[config.mk]
export PLATFORM = sky130hd
export DESIGN_NAME = latch_bank_wr_arb
export DESIGN_NICKNAME = d
export VERILOG_FILES = /design/src/rtl/latch_bank_wr_arb.sv
export SDC_FILE = /design/constraint.sdc
export NUM_CORES = 1
export LEC_CHECK = 0
export BUFFER_PORTS_ARGS = -buffer_cell sky130_fd_sc_hd__clkbuf_2
export CAP_MARGIN = 40
export CORE_ASPECT_RATIO = 0.6
export CORE_MARGIN = 2
export CORE_UTILIZATION = 30
export CTS_CLUSTER_SIZE = 10
export DETAILED_ROUTE_END_ITERATION = 6
export GPL_TIMING_DRIVEN = 0
export HOLD_SLACK_MARGIN = 0.12
export PLACE_DENSITY = 0.51
export SYNTH_ARGS = -nofsm -noshare
export SYNTH_HDL_FRONTEND = slang
export SYNTH_SLANG_ARGS = --single-unit
[constraint.sdc]
create_clock -name CLK -period 4.9 [get_ports CLK]
set_clock_uncertainty 0.1 [all_clocks]
set_input_delay 0.49 -clock CLK [delete_from_list [all_inputs] [get_ports CLK]]
set_output_delay 0.49 -clock CLK [all_outputs]
set_load 0.05 [all_outputs]
[src/rtl/latch_bank_wr_arb.sv]
// ---------------------------------------------------------------------------
// latch_bank_wr_arb
//   Round-robin arbitrated write/clear sequencer for a bank of DEPTH x DW
//   transparent latch rows. Each access runs SETUP -> OPEN -> HOLD so that
//   a row enable is never open while the shared data bus moves, and at most
//   one row is open at any time.
//
// Ports
//   CLK        rising-edge clock
//   RN         asynchronous active-low reset (clears the whole bank)
//   req_valid  per-requester request, held until req_ack
//   req_clr    per-requester: 1 = clear row, 0 = write row
//   req_addr   packed row addresses, requester i at [i*AW +: AW]
//   req_data   packed write data, requester i at [i*DW +: DW]
//   req_ack    one-cycle completion pulse to the granted requester
//   req_err    one-cycle pulse with req_ack when address >= DEPTH
//   lat_D      shared data bus to all latch rows
//   lat_E      one-hot row enable, zero when idle
//   lat_RN     per-row active-low clear
//   busy       high whenever the sequencer is not idle
// ---------------------------------------------------------------------------
module latch_bank_wr_arb #(
  parameter int NREQ     = 2,
  parameter int DEPTH    = 8,
  parameter int AW       = 3,
  parameter int DW       = 8,
  parameter int OPEN_CYC = 1
) (
  input  logic                 CLK,
  input  logic                 RN,
  input  logic [NREQ-1:0]      req_valid,
  input  logic [NREQ-1:0]      req_clr,
  input  logic [NREQ*AW-1:0]   req_addr,
  input  logic [NREQ*DW-1:0]   req_data,
  output logic [NREQ-1:0]      req_ack,
  output logic [NREQ-1:0]      req_err,
  output logic [DW-1:0]        lat_D,
  output logic [DEPTH-1:0]     lat_E,
  output logic [DEPTH-1:0]     lat_RN,
  output logic                 busy
);

  localparam int IW = (NREQ > 1) ? $clog2(NREQ) : 1;
  localparam int CW = $clog2(OPEN_CYC + 1);
  // One extra bit so DEPTH == 2**AW is representable.
  localparam logic [AW:0] DEPTH_W = (AW + 1)'(DEPTH);

  typedef enum logic [1:0] {
    IDLE  = 2'd0,
    SETUP = 2'd1,
    OPEN  = 2'd2,
    HOLD  = 2'd3
  } state_t;

  state_t              state_r, state_s;
  logic [IW-1:0]       win_r;
  logic                clr_r;
  logic [AW-1:0]       addr_r;
  logic [DW-1:0]       data_r;
  logic [IW-1:0]       ptr_r, ptr_s;
  logic [CW-1:0]       cnt_r, cnt_s;
  logic                capture_s;

  logic                grant_valid_s;
  logic [IW-1:0]       grant_idx_s;
  logic [IW-1:0]       cand_s;
  logic                sel_clr_s;
  logic [AW-1:0]       sel_addr_s;
  logic [DW-1:0]       sel_data_s;

  logic                in_range_s;
  logic [DEPTH-1:0]    row_sel_s;
  logic [NREQ-1:0]     win_hot_s;

  logic [DW-1:0]       lat_d_r, lat_d_s;
  logic [DEPTH-1:0]    lat_e_r, lat_e_s;
  logic [DEPTH-1:0]    lat_rn_r, lat_rn_s;
  logic [NREQ-1:0]     ack_r, ack_s;
  logic [NREQ-1:0]     err_r, err_s;
  logic                busy_r, busy_s;

  assign lat_D   = lat_d_r;
  assign lat_E   = lat_e_r;
  assign lat_RN  = lat_rn_r;
  assign req_ack = ack_r;
  assign req_err = err_r;
  assign busy    = busy_r;

  // Round-robin pick: scanning downward lets the candidate closest to ptr_r win last.
  always_comb begin
    grant_valid_s = 1'b0;
    grant_idx_s   = '0;
    cand_s        = '0;
    for (int k = NREQ - 1; k >= 0; k--) begin
      cand_s = IW'((int'(ptr_r) + k) % NREQ);
      if (req_valid[cand_s]) begin
        grant_valid_s = 1'b1;
        grant_idx_s   = cand_s;
      end else begin
        grant_valid_s = grant_valid_s;
      end
    end
  end

  // Mux the winning requester's fields.
  always_comb begin
    sel_clr_s  = 1'b0;
    sel_addr_s = '0;
    sel_data_s = '0;
    for (int i = 0; i < NREQ; i++) begin
      if (grant_idx_s == IW'(i)) begin
        sel_clr_s  = req_clr[i];
        sel_addr_s = req_addr[i*AW +: AW];
        sel_data_s = req_data[i*DW +: DW];
      end else begin
        sel_clr_s  = sel_clr_s;
      end
    end
  end

  // Row decode of the captured address and one-hot of the captured winner.
  always_comb begin
    row_sel_s  = '0;
    win_hot_s  = '0;
    in_range_s = ({1'b0, addr_r} < DEPTH_W);
    for (int r = 0; r < DEPTH; r++) begin
      row_sel_s[r] = in_range_s && (addr_r == AW'(r));
    end
    for (int i = 0; i < NREQ; i++) begin
      win_hot_s[i] = (win_r == IW'(i));
    end
  end

  // Next state and next registered outputs.
  always_comb begin
    state_s   = state_r;
    cnt_s     = cnt_r;
    ptr_s     = ptr_r;
    capture_s = 1'b0;
    lat_d_s   = lat_d_r;
    lat_e_s   = '0;
    lat_rn_s  = '1;
    ack_s     = '0;
    err_s     = '0;
    case (state_r)
      IDLE: begin
        if (grant_valid_s) begin
          capture_s = 1'b1;
          state_s   = SETUP;
          // A clear leaves the data bus where it was.
          lat_d_s   = sel_clr_s ? lat_d_r : sel_data_s;
        end else begin
          state_s   = IDLE;
        end
      end
      SETUP: begin
        state_s  = OPEN;
        cnt_s    = '0;
        lat_e_s  = clr_r ? '0 : row_sel_s;
        lat_rn_s = clr_r ? ~row_sel_s : '1;
      end
      OPEN: begin
        if (cnt_r == CW'(OPEN_CYC - 1)) begin
          state_s = HOLD;
          ack_s   = win_hot_s;
          err_s   = in_range_s ? '0 : win_hot_s;
          ptr_s   = (win_r == IW'(NREQ - 1)) ? '0 : win_r + IW'(1);
        end else begin
          cnt_s    = cnt_r + CW'(1);
          lat_e_s  = lat_e_r;
          lat_rn_s = lat_rn_r;
        end
      end
      HOLD: begin
        state_s = IDLE;
      end
      default: begin
        state_s = IDLE;
      end
    endcase
    busy_s = (state_s != IDLE);
  end

  // State, capture and output registers; reset clears the whole bank.
  always_ff @(posedge CLK or negedge RN) begin
    if (!RN) begin
      state_r  <= IDLE;
      cnt_r    <= '0;
      ptr_r    <= '0;
      win_r    <= '0;
      clr_r    <= 1'b0;
      addr_r   <= '0;
      data_r   <= '0;
      lat_d_r  <= '0;
      lat_e_r  <= '0;
      lat_rn_r <= '0;
      ack_r    <= '0;
      err_r    <= '0;
      busy_r   <= 1'b0;
    end else begin
      state_r  <= state_s;
      cnt_r    <= cnt_s;
      ptr_r    <= ptr_s;
      lat_d_r  <= lat_d_s;
      lat_e_r  <= lat_e_s;
      lat_rn_r <= lat_rn_s;
      ack_r    <= ack_s;
      err_r    <= err_s;
      busy_r   <= busy_s;
      if (capture_s) begin
        win_r  <= grant_idx_s;
        clr_r  <= sel_clr_s;
        addr_r <= sel_addr_s;
        data_r <= sel_data_s;
      end
    end
  end

endmodule
==> results of run 1 <==
-- worst reg2reg max path: stages, from the launching register on --
cell	delay, ns
dfrtp_1	0.38
inv_1	0.08
ha_1	0.23
inv_1	0.08
o32a_1	0.36
buf_6	0.16
mux2_4	0.30
-- cell usage after synthesis (all sizes together) (2+ instances only) --
library cell and n:
nor3 4, clkbuf 2, nand2 11, or2 3
nor2 7, o21ai 7, mux2 16, mux2i 3
inv 6, ha 3, dfrtp 35, buf 4
nand3 5
-- where the power goes --
part           switching, mW  internal (mW)
sequential            0.0532          0.377
combinational          0.351          0.178
clock                 0.0980          0.203
total                  0.502          0.759
-- path summary, 6_finish.rpt --
path	startpoint	to	cells past startpoint
max	state_r[1]	lat_D[7]	6
min	RN	lat_RN[4]	1
max reg2reg	state_r[1]	lat_D[7]	6
min reg2reg	win_r	req_ack[0]	1
max in group asynchronous	RN	ptr_r	1
min in group CLK	win_r	req_ack[0]	1
-- layer usage --
layer / GRT usage, % / up-vias
li1: - / 508
met1: 16.0 / 477
met2: 15.8 / 33
met3: 4.94 / 2
met4: 5.59 / 0
met5: 0 / -
-- flip-flops by register name, indices dropped and copies added, names as in the netlist --
signal,count
state_r,2
lat_RN,8
clr_r,1
addr_r,3
busy,1
lat_E,8
ptr_r,1
req_ack,2
win_r,1
lat_D,8
-- kinds of logic (layout without fill, tap and decap cells) --
logic type | after synthesis | after routing
compound gates | 10 | 10
fa+ha+maj | 3 | 3
buf+inv | 12 | 74
flops | 35 | 35
mux | 19 | 19
other cells | 1 | 2
simple gates | 36 | 36
-- stage by stage --
stage / worst slack (ns) / power, mW / cells / hold slack [ns] / utilization [%]
after floorplan: 3.23 / 0.845 / 117 / 0.0944 / -
after global placement: 3.05 / 0.961 / 234 / 0.365 / 39.2
after detailed placement: 2.99 / 0.971 / 234 / 0.361 / 39.2
after CTS: 3.12 / 1.28 / 242 / 0.235 / 42.1
after global routing: 3.05 / 1.34 / 242 / 0.274 / 42.1
final: 3.12 / 1.26 / 242 / 0.202 / 42.1
-- cell type report --
class | instances | area share [%]
Inverter | 6 | 1.15
Clock inverter | 2 | 3.08
Timing Repair Buffer | 54 | 13.8
Buffer | 6 | 2.31
Multi-Input combinational cell | 70 | 27.0
Clock buffer | 6 | 3.72
Tap cell | 63 | 4.04
Sequential cell | 35 | 44.9
==> metrics, run 1 <==
Synth Instances 116; CTS Hold Bufs 0; largest net degree at the start of global routing 36; Vias 1020; setup bufs post-CTS 0; Detailed Route Iter0 Violations 17; Resize count post-CTS 0; min-delay worst type input port to asynchronous set/reset pin; Die Y 58.2 um; Num Clock Sinks 35; commonest non-fill, non-tap cells in the layout clkbuf_2, dfrtp_1, nand2_1; EDFF count, synth 0; pins over their slew limit 0; Filler cells 460; DRT Wirelength 2810 um; remaining global-route overflow 0; IO Port Bufs 54; delay-heaviest family, CP flip-flops; Post-Layout Inst Area 1950 um2; area post-placement 1820 um2; routed len/inst 11.6 um; most common cell after layout, fill and taps aside clkbuf_2; Synth area leader dfrtp_1; Post-Synth Simple-Gate Area 12.0%; DRC 0; die area 5480 um2; antenna violations before repair 0; largest cells by area after synthesis dfrtp_1, mux2_4, mux2_2; worst vdd ir 0.000330 V; Starting Density 31.6%; Data arrival, critical path 1.85 ns; Root Driver clkbuf_8; Max Used Layer met4; XOR/XNOR share of the synthesized area 0%; DRT met1 WL 1360 um; largest family of logic cells by synthesized area multiplexers; number of synthesis warnings 0; CP Data Required Time 4.96 ns; Reg clk slew, reported paths 0.07 ns; GR Util All Layers 11.6%; layout cell share with drive strength beyond 1 48.6%; multi-input logic area 527 um2; remaining antenna violation count 0; Compound-Gate Fraction of Synth Area 4.44%; library cells used by synthesis 27; CTS tree yes; Slew @ Worst Pin 0.845 ns; first-pass GRT wire length 4710 um; sequential-to-total area share from yosys stat 59.7%; total iterations of the first detailed-routing run 2; status complete, no violations; reg2reg setup slack 3.12 ns; Core Region 4640 um2; Final Hold Vio Count 0; Post-synth top flop dfrtp_1; Tcrit/Tclk final 36.4%; routability cong. 0.721; Leak Pwr 0.984 nW; crit start category register; Worst Path Max Fanout 9; buffer levels on the longest clock path 2; I/O pins 57; power per cell area 646 nW/um2; area added between synthesis and finish 33.1%; Num CTS Buffers 5; mux contribution to synthesized area 16.4%; Setup violations, final 0; DR WL met2 1190 um; fin nets 209; RSZ-0062 raised after global routing false; Critical Path End Type register; crit path max-delay cell type dfrtp_1; fmax 560 MHz; H-tree depth 2; Max Cap Viol 0; CP max stage delay 0.38 ns; Fin Setup TNS 0 ns; row count 19; Avg Synthesized Cell Area 12.6 um2; CP bufs+invs 3; Skew-Pair Late Insertion Delay 0.28 ns; type of the worst setup path register to register; adder-cell share of the synthesized area 2.56%; # diodes 0; Yosys reg bits 35; Post-Synthesis Cell Area 1470 um2; Max-slew headroom 43.7%; area share of the largest cell type after synthesis 59.7%; Crit path top cell by count inv_1; routed wl met3 226 um; DR vias/cell 4.21; number of global-route vias before repair 1020; CP cell instances inv_1, ha_1, inv_1, o32a_1, buf_6, mux2_4; Synth async-reset ratio 100%; Final min period 1.78 ns; DPL Wire Length 2150 um; register area 876 um2; Die X 94.3 um
Note: power is estimated with default switching activity, not from simulation.
==> inputs of run 2 (changes only) <==
==> constraint.sdc (replaced) <==
create_clock -name CLK -period 1.8 [get_ports CLK]
set_clock_uncertainty 0.1 [all_clocks]
set_input_delay 0.18 -clock CLK [delete_from_list [all_inputs] [get_ports CLK]]
set_output_delay 0.18 -clock CLK [all_outputs]
set_load 0.05 [all_outputs]
==> metrics, run 2 (synthesis results as in run 1) <==
DR vias/cell 4.23 (+0.43%); Vias 1054 (+3.3%); CP bufs+invs 3 (unchanged); Skew-Pair Late Insertion Delay 0.28 ns (about the same); fin nets 216 (+3.3%); power per cell area 1710 nW/um2 (+170%); setup bufs post-CTS 0 (unchanged); CP max stage delay 0.38 ns (about the same); Die X 94.3 um (unchanged); Num Clock Sinks 35 (unchanged); DP Cell Count 234 (unchanged); first-pass GRT wire length 4840 um (+2.8%); Post-Layout Inst Area 2030 um2 (+4.2%); Leak Pwr 1.01 nW (+3.0%); DRC 0 (unchanged); routed len/inst 11.7 um (+1.3%); delay-heaviest family, CP flip-flops; number of global-route vias before repair 1059 (+3.8%); pre-CTS WS 0.0186 ns (-2.98 ns); area added between synthesis and finish 38.7%; # diodes 0 (unchanged); antenna violations before repair 0 (unchanged); area post-placement 1820 um2 (unchanged); Tcrit/Tclk final 96.4% (+60 points); remaining antenna violation count 0 (unchanged); worst vdd ir 0.000903 V (+170%); Data arrival, critical path 1.80 ns (-0.05 ns); hold path cells 3; Worst Path Max Fanout 9 (unchanged); crit start category register; Core Region 4640 um2 (unchanged); DPL Wire Length 2150 um (unchanged); Max Cap Viol 0 (unchanged); crit path max-delay cell type dfrtp_1; Max-slew headroom 43.9% (+0.26 points); min-delay worst type input port to register; final setup margin 0.0644 ns (-3.05 ns); Crit path top cell by count inv_1; R2R cell count 6 (unchanged); post-layout util 43.9% (+1.8 points); fmax 576 MHz (+2.8%); most common cell after layout, fill and taps aside clkbuf_2; H-tree depth 2 (unchanged); I/O pins 57 (unchanged); Final Hold Vio Count 0 (unchanged); remaining global-route overflow 0 (unchanged); row count 19 (unchanged); die area 5480 um2 (unchanged); Filler cells 450 (-2.2%); Power Total 3.49 mW (+180%); commonest non-fill, non-tap cells in the layout clkbuf_2, dfrtp_1, nand2_1; pins over their slew limit 0 (unchanged); Slew @ Worst Pin 0.841 ns (-0.00394 ns); Starting Density 31.6% (unchanged); Fin Setup TNS 0 ns (unchanged); buffer levels on the longest clock path 2 (unchanged); Non-Filler Instances 249 (+2.9%); layout cell share with drive strength beyond 1 47.3% (-1.3 points); status complete, no violations; CP cell instances inv_1, ha_4, inv_1, o32a_1, buf_6, mux2_4; CP Data Required Time 1.86 ns (-3.10 ns); largest net degree at the start of global routing 36 (unchanged); CTS tree yes; total iterations of the first detailed-routing run 2 (unchanged); GR Util All Layers 11.8% (+0.20 points); Detailed Route Iter0 Violations 16 (-1); type of the worst setup path register to register; CP Depth 6 (unchanged); DRT Wirelength 2930 um (+4.2%); Num CTS Buffers 5 (unchanged); hold slack 0.156 ns (-0.0466 ns); routability cong. 0.721 (unchanged); Die Y 58.2 um (unchanged); Root Driver clkbuf_8; Setup violations, final 0 (unchanged); IO Port Bufs 54 (unchanged); Reg clk slew, reported paths 0.07 ns (about the same); Final min period 1.74 ns (-0.0492 ns); Critical Path End Type register
[run 2: path summary, 6_finish.rpt]
path,end,slack (ns),startpoint
worst max-delay path,lat_D[3],0.06,state_r[0]
worst min-delay path,lat_D[5],0.16,req_data[5]
worst max register to register,lat_D[3],0.06,state_r[0]
worst min register to register,req_ack[0],0.37,win_r
max in group asynchronous,ptr_r,0.64,RN
min in group asynchronous,lat_RN[4],0.43,RN
[run 2: area by class of cell]
type	instances	area [um2]	area share, %
buffer	6	45.0	2.21
clock buffer	6	72.6	3.57
clock inverter	2	60.1	2.95
inverter	6	22.5	1.11
multi-input combinational	70	539	26.5
sequential	35	876	43.1
tap	63	78.8	3.87
timing repair buffer	61	340	16.7
[run 2: timing repair]
action                     in CTS  in global routing
setup endpoints to repair       0                  9
hold endpoints to repair       38                  0
hold buffers                    7                  0
resized for setup               0                  2
[run 2: power by group]
part	total (mW)	switching (mW)	internal, mW
clock network	0.822	0.268	0.554
logic	1.49	0.973	0.518
registers	1.17	0.145	1.03
total	3.49	1.39	2.10
[run 2: tightest hold or removal path, cell delays in order]
cell,delay (ns)
clkbuf_2,0.07
mux2_2,0.13
mux2_4,0.13
[run 2: layer usage]
metal | global-route usage, % | share of wire, % | vias to the layer above
li1 | - | - | 521
met1 | 16.0 | 48 | 498
met2 | 16.7 | 43 | 33
met3 | 4.68 | 7.4 | 2
met4 | 5.59 | 0.82 | 0
met5 | 0 | 0 | -
==> inputs of run 3 (changes only) <==
--- a/config.mk
+++ b/config.mk
@@ -7,6 +7,8 @@
 export LEC_CHECK = 0
 export BUFFER_PORTS_ARGS = -buffer_cell sky130_fd_sc_hd__clkbuf_2
 export CAP_MARGIN = 40
+export CELL_PAD_IN_SITES_DETAIL_PLACEMENT = 2
+export CELL_PAD_IN_SITES_GLOBAL_PLACEMENT = 2
 export CORE_ASPECT_RATIO = 0.6
 export CORE_MARGIN = 2
 export CORE_UTILIZATION = 30
@@ -14,7 +16,7 @@
 export DETAILED_ROUTE_END_ITERATION = 6
 export GPL_TIMING_DRIVEN = 0
 export HOLD_SLACK_MARGIN = 0.12
-export PLACE_DENSITY = 0.51
+export PLACE_DENSITY = 0.75
 export SYNTH_ARGS = -nofsm -noshare
 export SYNTH_HDL_FRONTEND = slang
 export SYNTH_SLANG_ARGS = --single-unit
==> metrics, run 3 (synthesis results as in run 1) <==
GR Util All Layers 15.6% (+3.8 points); Worst Path Max Fanout 9 (unchanged); Tcrit/Tclk final 96.4% (about the same); first-pass GRT wire length 6380 um (+32%); Critical path origin state_r[0]; layout cell share with drive strength beyond 1 50.8% (+3.5 points); hold path cells 3 (unchanged); Final Hold Vio Count 0 (unchanged); Num Clock Sinks 35 (unchanged); Fin Setup TNS 0 ns (unchanged); DPL Wire Length 2790 um (+30%); type of the worst setup path register to register; CP Data Required Time 1.86 ns (about the same); Reg-to-Reg Start state_r[0]; Reg clk slew, reported paths 0.07 ns (about the same); Critical Path End Type register; Detailed Route Iter0 Violations 18 (+2); fin nets 212 (-1.9%); Vias 1100 (+4.4%); area added between synthesis and finish 35.2%; fmax 576 MHz (about the same); delay-heaviest family, CP flip-flops; Setup violations, final 0 (unchanged); DP Cell Count 235 (+0.43%); routability cong. 0.780 (+8.1%); post-layout util 42.8% (-1.1 points); die area 5480 um2 (unchanged); Filler cells 489 (+8.7%); R2R cell count 6 (unchanged); CP cell instances inv_2, ha_4, inv_1, o32a_1, buf_6, mux2_4; antenna violations before repair 0 (unchanged); remaining global-route overflow 0 (unchanged); Post-Layout Inst Area 1980 um2 (-2.5%); DR vias/cell 4.51 (+6.5%); pins over their slew limit 0 (unchanged); Num CTS Buffers 5 (unchanged); Max Cap Viol 0 (unchanged); CP Depth 6 (unchanged); Hold Path Origin req_addr[4]; buffer levels on the longest clock path 2 (unchanged); most common cell after layout, fill and taps aside clkbuf_2; DRT Wirelength 3760 um (+29%); crit path max-delay cell type dfrtp_1; Skew-Pair Late Insertion Delay 0.28 ns (about the same); DRC 0 (unchanged); Data arrival, critical path 1.80 ns (about the same); routed len/inst 15.4 um (+31%); I/O pins 57 (unchanged); CP max stage delay 0.40 ns (+0.02 ns); RSZ-0062 raised after global routing false; total iterations of the first detailed-routing run 4 (+2); register area 876 um2 (unchanged); Final min period 1.74 ns (+0.000165 ns); Root Driver clkbuf_8; Die Y 58.2 um (unchanged); number of global-route vias before repair 1285 (+21%); Starting Density 31.6% (unchanged); remaining antenna violation count 0 (unchanged); # diodes 0 (unchanged); CTS tree yes; multi-input logic area 543 um2 (+0.70%); Die X 94.3 um (unchanged); Core Region 4640 um2 (unchanged); Leak Pwr 0.991 nW (-2.3%); row count 19 (unchanged); status complete, no violations; largest net degree at the start of global routing 23 (-36%); min-delay worst type input port to register; CP bufs+invs 3 (unchanged); Non-Filler Instances 244 (-2.0%); crit start category register; worst vdd ir 0.000893 V (-1.1%); power per cell area 1720 nW/um2 (+0.66%); area post-placement 1850 um2 (+1.5%); commonest non-fill, non-tap cells in the layout clkbuf_2, dfrtp_1, nand2_1; IO Port Bufs 54 (unchanged); H-tree depth 2 (unchanged)
==> run 3: cell types whose count changed in the layout (fill, tap and decap cells not counted), sizes merged <==
cell / delta
buf: +2
bufinv: -1
dlygate4sd3: -6
==> run 3: final timing paths <==
| kind | end | slack, ns |
|---|---|---|
| max in group asynchronous | lat_D[6] | 0.88 |
| setup reg to reg | lat_D[0] | 0.06 |
| min in group asynchronous | lat_RN[5] | 0.26 |
| hold / removal | addr_r[1] | 0.12 |
| setup / recovery | lat_D[0] | 0.06 |
| hold reg to reg | req_ack[0] | 0.39 |
==> run 3: timing repair <==
item | 4_1_cts | 5_1_grt
endpoints found under the hold margin | 35 | 0
gates resized for setup | 1 | 4
setup endpoints to repair | 8 | 9
buffers inserted | 0 | 1
hold buffers | 1 | 0
==> run 3: metal layers <==
| metal | routed length [um] | share of wire (%) | track usage [%] |
|---|---|---|---|
| met3 | 300 | 8.0 | 6.50 |
| met5 | 0 | 0 | 0 |
| met2 | 1800 | 48 | 25.8 |
| met1 | 1640 | 44 | 19.1 |
| met4 | 17 | 0.45 | 4.35 |
==> run 3: metrics by stage <==
stage | hold WS, ns | worst slack (ns) | power, mW
2_1_floorplan | -0.216 | 0.137 | 2.30
3_3_place_gp | 0.220 | 0.0395 | 2.63
3_5_place_dp | 0.0450 | -0.0115 | 2.70
4_1_cts | 0.129 | 0.000596 | 3.41
5_1_grt | 0.152 | 0.00515 | 3.66
6_report | 0.124 | 0.0643 | 3.42
==> run 3: cell type report <==
class | instances | share of cell area [%]
clock buffer | 6 | 3.66
buffer | 6 | 2.27
sequential | 35 | 44.2
tap | 63 | 3.97
clock inverter | 1 | 1.51
timing repair buffer | 57 | 15.9
inverter | 6 | 1.14
multi-input combinational | 70 | 27.4
==> run 3: worst reg2reg max path, stage by stage, from the launching register on <==
cell,delay [ns]
dfrtp_1,0.40
inv_2,0.09
ha_4,0.16
inv_1,0.06
o32a_1,0.35
buf_6,0.16
mux2_4,0.30
==> run 3: power by group <==
part	switching [mW]	internal (mW)
combinational	1.02	0.535
clock	0.261	0.405
sequential	0.168	1.03
